$ cat src/rtl/intpol2_d4_fifo_feeder.sv
`default_nettype none
// ============================================================================
// Module      : intpol2_d4_fifo_feeder
// Description : Streams ilen words from a source memory into the interpolator
//               input FIFO. Define INTPOL2_D4_FEED_SKID_EN for a 1-entry skid.
// Revision    : 1.0 - initial release
// ============================================================================
module intpol2_d4_fifo_feeder #(
  parameter int DATA_WIDTH = 32,
  parameter int ADDR_WIDTH = 10
) (
  input  logic                  clk,
  input  logic                  rstn,
  input  logic                  clear,
  input  logic                  start,
  input  logic [DATA_WIDTH:0]   ilen,
  output logic                  mem_rd_en,
  output logic [ADDR_WIDTH-1:0] mem_addr,
  input  logic [DATA_WIDTH-1:0] mem_rdata,
  input  logic                  Afull,
  input  logic                  Full,
  output logic                  Write_Enable,
  output logic [DATA_WIDTH-1:0] fifo_wdata,
  output logic                  busy,
  output logic                  done,
  output logic [DATA_WIDTH:0]   wr_cnt
);

  localparam int c_LEN_W = DATA_WIDTH + 1;

  localparam logic [1:0] c_IDLE  = 2'd0;
  localparam logic [1:0] c_READ  = 2'd1;
  localparam logic [1:0] c_DRAIN = 2'd2;
  localparam logic [1:0] c_FIN   = 2'd3;

  logic [1:0]            r_state;
  logic [c_LEN_W-1:0]    r_len;
  logic [c_LEN_W-1:0]    r_rd_cnt;
  logic [c_LEN_W-1:0]    r_wr_cnt;
  logic                  r_pend;
  logic [c_LEN_W-1:0]    w_rd_nxt;
  logic [c_LEN_W-1:0]    w_wr_nxt;
  logic                  w_rd_block;
  logic                  w_rd_en;
  logic                  w_we;
  logic [DATA_WIDTH-1:0] w_wdata;

`ifdef INTPOL2_D4_FEED_SKID_EN
  logic                  r_skid_vld;
  logic [DATA_WIDTH-1:0] r_skid_data;

  // Reads stall while a word is parked or about to be parked, so the skid
  // entry and a fresh return can never both be pending.
  assign w_rd_block = r_skid_vld | (r_pend & Full);
  assign w_we       = (r_skid_vld | r_pend) & ~Full;
  assign w_wdata    = r_skid_vld ? r_skid_data : mem_rdata;

  always_ff @(posedge clk or negedge rstn) begin
    if (!rstn) begin
      r_skid_vld  <= 1'b0;
      r_skid_data <= '0;
    end else if (clear) begin
      r_skid_vld  <= 1'b0;
    end else if (r_pend & Full) begin
      r_skid_vld  <= 1'b1;
      r_skid_data <= mem_rdata;
    end else if (!Full) begin
      r_skid_vld  <= 1'b0;
    end
  end
`else
  logic w_unused_full;

  assign w_unused_full = Full;
  assign w_rd_block    = 1'b0;
  assign w_we          = r_pend;
  assign w_wdata       = mem_rdata;
`endif

  assign w_rd_en  = (r_state == c_READ) && !Afull && (r_rd_cnt < r_len) && !w_rd_block;
  assign w_rd_nxt = r_rd_cnt + c_LEN_W'(w_rd_en);
  assign w_wr_nxt = r_wr_cnt + c_LEN_W'(w_we);

  always_ff @(posedge clk or negedge rstn) begin
    if (!rstn) begin
      r_state  <= c_IDLE;
      r_len    <= '0;
      r_rd_cnt <= '0;
      r_wr_cnt <= '0;
      r_pend   <= 1'b0;
    end else if (clear) begin
      // The write presented in this cycle did reach the FIFO, so it is counted.
      r_state  <= c_IDLE;
      r_pend   <= 1'b0;
      r_wr_cnt <= w_wr_nxt;
    end else begin
      r_pend   <= w_rd_en;
      r_rd_cnt <= w_rd_nxt;
      r_wr_cnt <= w_wr_nxt;
      case (r_state)
        c_IDLE: begin
          if (start) begin
            r_len    <= ilen;
            r_rd_cnt <= '0;
            r_wr_cnt <= '0;
            r_state  <= (ilen == '0) ? c_FIN : c_READ;
          end
        end
        c_READ: begin
          if (w_rd_nxt == r_len) r_state <= c_DRAIN;
        end
        c_DRAIN: begin
          if (w_wr_nxt == r_len) r_state <= c_FIN;
        end
        default: r_state <= c_IDLE;
      endcase
    end
  end

  assign mem_rd_en    = w_rd_en;
  assign mem_addr     = r_rd_cnt[ADDR_WIDTH-1:0];
  assign Write_Enable = w_we;
  assign fifo_wdata   = w_we ? w_wdata : '0;
  assign busy         = (r_state != c_IDLE);
  assign done         = (r_state == c_FIN);
  assign wr_cnt       = r_wr_cnt;

endmodule
`default_nettype wire
$ cat config.mk
export PLATFORM = sky130hd
export DESIGN_NAME = intpol2_d4_fifo_feeder
export DESIGN_NICKNAME = d
export VERILOG_FILES = /design/src/rtl/intpol2_d4_fifo_feeder.sv
export SDC_FILE = /design/constraint.sdc
export NUM_CORES = 1
export LEC_CHECK = 0
export ABC_AREA = 1
export CAP_MARGIN = 20
export CORE_UTILIZATION = 45
export DETAILED_ROUTE_END_ITERATION = 7
export GPL_TIMING_DRIVEN = 0
export PLACE_DENSITY = 0.68
export SLEW_MARGIN = 20
export SYNTH_ARGS = -nofsm -noshare
export SYNTH_HDL_FRONTEND = slang
export SYNTH_SLANG_ARGS = --single-unit
$ cat constraint.sdc
create_clock -name clk -period 3.95 [get_ports clk]
set_input_delay 0.79 -clock clk [delete_from_list [all_inputs] [get_ports clk]]
set_output_delay 0.79 -clock clk [all_outputs]
set_load 0.01 [all_outputs]
==> summary.md <==
| Metric | Value |
|---|---|
| Required time of the critical path | approximately 4.2 ns |
| Final setup violation count | 3 |
| Final Total Pwr | approximately 4600 uW |
| Clock sinks | 102 |
| Max Fanout on Critical Path | 3 |
| GP Congestion | just over 1 |
| First-pass GRT wire length | 43.9 mm |
| Largest net degree at the start of global routing | a little under 70 |
| Syn avg cell area | approximately 6.3 sq um |
| PwrDens | between 400 and 500 nW/um^2 |
| Via Count | roughly 9100 |
| Wire per inst | approximately 17 um |
| Top cells by area, synth | dfrtp_1 (32%), nand2_1 (21%), nand3_1 (7.9%), nor2_1 (7.7%), inv_1 (7.3%) |
| Outcome | finished with violations |
| # rows | 48 |
| Num CTS Buffers | 9 |
| Startpoint Class | register |
| Worst hold path class | input port to async pin |
| Reg clk slew, reported paths | roughly 0.08 ns |
| Setup Skew | between 0.009 and 0.01 ns |
| Sw Ratio | 0.411 |
| Met3 Wirelength | ~2.3 mm |
| Crit Path Category | register to register |
| Layout Nets | about 1600 |
| Clk_lat worst skew | between 0.3 and 0.4 ns |
| Final hold vios | 0 |
| Total Wirelength | around 29 mm |
| Cell Area, Synth | around 8000 sq um |
| Antenna Cells | 0 |
| Lkg Pwr | 0.00503 uW |
| Number of global-route vias before repair | ~8400 |
| H-tree Lvls | 3 |
| CP max stage cell | dfrtp_1 |
| FF/Latch Area | roughly 2600 sq um |
| I/O pin count | 150 |
| DRT iter0 DRCs | between 800 and 900 |
| Layout area overhead | 33.9% |
| Sequential power share | 0.329 |
| Top Metal Used | met4 |
| Slew Viols, Final | 0 |
| Seq/Total Area, Yosys | 0.320 |
| Crit path time final | roughly 4.3 ns |
| Initial antenna violation count | 1 |
| Post-synth cell types | 36 |
| # DRC | 0 |
| Mapped Cells | 1258 |
| Fin worst setup slack | -0.300 ns |
| Clock power frac | 0.225 |
| Synth warnings | 0 |
| Root buffer cell | clkbuf_16 |
| Slowest stage delay, CP | 0.44 ns |
| Net switching power | roughly 1900 uW |
| Synth Register Bits | around 100 |
| Syn nets | approximately 1400 |
| Filler cells | 1623 |
| M1 WL | approximately 12 mm |
| Core Area | between 15000 and 20000 sq um |
| Failing checks | negative setup slack |
| Most frequent CP cell | buf_4 |
| Input/output buffers | 147 |
| Slew HR | 0.487 |
| CP arrival | 4.51 ns |
| DR WL met2 | around 13 mm |
| Max IR drop VDD | 0.296 mV |
| Leading area contributor after synthesis | dfrtp_1 |
| Longest Clk Path Bufs | 2 |
| Share of cells above drive strength 1 | 0.0999 |
| Final Cycle Share | 1.08 |
| Vias per inst | 5.34 |
| DIE AREA | approximately 18000 sq um |
| Die width | 135 um |
| Tot GR Track Use | 0.319 |
| Fin util | 0.618 |
| Multi-input logic area | approximately 5000 sq um |
| Internal power | about 2700 uW |
| Max-Cap Viols | 0 |
| Combinational share of power | 0.446 |
| Initial Util | 0.462 |
| CTS Hold Bufs | 0 |
| TritonCTS clock tree | yes |
| DRT Pass-1 Iters | 6 |
| Die Ht | ~140 um |
| Crit path capture type | register |
| Worst-margin pin slew | 0.769 ns |
| Antenna Nets Post-Route | 0 |
| DP HPWL | between 20 and 25 mm |
| Fmax | 235 MHz |
| Synth top area share | 0.320 |
| RSZ-0062 raised after global routing | true |
| GRT overflow | 0 |
## cells by family (layout without fill, tap and decap cells)
logic type               Yosys count  in the layout  share of synthesized area
AO/OA/AOI/OAI                    101            101                     0.0713
buffers and inverters            187            401                     0.0931
adder cells (fa/ha/maj)           40             40                     0.0627
flip-flops                       102            102                      0.320
XOR/XNOR                          18             18                     0.0249
AND/OR/NAND/NOR                  809            809                      0.427
multiplexers                       1              1                    0.00141
## synth_stat cells (all sizes together)
cell type    n
ha          40
o221a        1
nand3      128
a22o         1
and2         1
nor2       177
a211oi       3
a21oi       17
xnor3        3
o22ai       22
clkbuf      17
o21a         2
nor3        10
xnor2        6
a31oi        1
dfrtp      102
a2111oi      2
xor2         9
inv        156
nor4         8
mux2         1
nand4       20
o21ai       50
nand2      461
o21bai       2
or2          1
buf         14
nand3b       3
## routing by layer
layer / global-route usage / vias to the layer above
met3: 0.0565 / 82
met4: 0.130 / 0
met1: 0.424 / 4132
met5: 0 / -
met2: 0.511 / 402
li1: - / 4449
## placed cells by master (no fill, tap or decap), drive strengths merged, types with 2 or more instances in the layout
cell type,synthesis,final
bufinv,0,2
nand3b,3,3
nand2,461,461
nor3,10,10
nor2,177,177
o22ai,22,22
dfrtp,102,102
o21ai,50,50
clkdlybuf4s50,0,145
xnor2,6,6
nand4,20,20
inv,156,160
nand3,128,128
o21bai,2,2
a21oi,17,17
ha,40,40
xor2,9,9
a211oi,3,3
nor4,8,8
buf,14,67
clkbuf,17,26
o21a,2,2
a2111oi,2,2
xnor3,3,3
## worst paths after layout
kind / slack, ns / cells past startpoint / from / endpoint
worst max-delay path: -0.30 / 33 / r_len[2]$_DFFE_PN0P_ / r_state[1]$_DFFE_PN0P_
worst min register to register: 0.54 / 2 / r_rd_cnt[32]$_DFFE_PN0N_ / r_rd_cnt[32]$_DFFE_PN0N_
max in group asynchronous: 2.93 / 2 / rstn / r_rd_cnt[10]$_DFFE_PN0N_
worst max register to register: -0.30 / 33 / r_len[2]$_DFFE_PN0P_ / r_state[1]$_DFFE_PN0P_
min in group clk: 0.54 / 2 / r_rd_cnt[32]$_DFFE_PN0N_ / r_rd_cnt[32]$_DFFE_PN0N_
worst min-delay path: 0.32 / 1 / rstn / wr_cnt[29]$_DFF_PN0_
## layout make-up
class	count	area share
Tap cell	225	0.0263
Timing Repair Buffer	198	0.177
Sequential cell	102	0.240
Buffer	31	0.0148
Multi-Input combinational cell	969	0.456
Inverter	156	0.0550
Clock buffer	9	0.0211
Clock inverter	7	0.00972
## critical path: cells and delay by family (launching register included)
| family | cells | cell delay [ns] |
|---|---|---|
| AND/OR/NAND/NOR | 13 | 1.18 |
| buffers and inverters | 20 | 2.51 |
| flip-flops | 1 | 0.44 |
## power by group through the flow
| stage | logic [uW] | registers (uW) | clock network (uW) |
|---|---|---|---|
| global placement | 1580 | 1530 | 0 |
| finish | 2040 | 1500 | 1030 |
| CTS | 1890 | 1500 | 1040 |
| detailed placement | 1600 | 1520 | 0 |
| global route | 2250 | 1530 | 1070 |
| floorplan | 1050 | 1390 | 0 |
## timing repair
item,4_1_cts,5_1_grt
resized for setup,30,35
hold endpoints to repair,0,0
pin swaps,25,22
setup buffers,38,16
endpoints found under the setup margin,4,3
## sequential cells by signal, indices dropped and copies added (netlist names)
register / cells
r_state: 2
Write_Enable: 1
r_rd_cnt: 33
wr_cnt: 33
r_len: 33
## per-stage QoR
step	cell area, sq um	std cells	setup TNS, ns	hold WS, ns	worst slack, ns
after CTS	10500	1685	-0.733	0.331	-0.259
after global placement	9740	1630	-211.38	0.516	-2.07
final	10700	1697	-0.860	0.317	-0.300
after detailed placement	9770	1631	-1.77	0.531	-0.839
after floorplan	7980	1258	0	0.489	0.403
after global routing	10700	1697	-1.18	0.333	-0.424
Power figures use the tool's default switching activity.
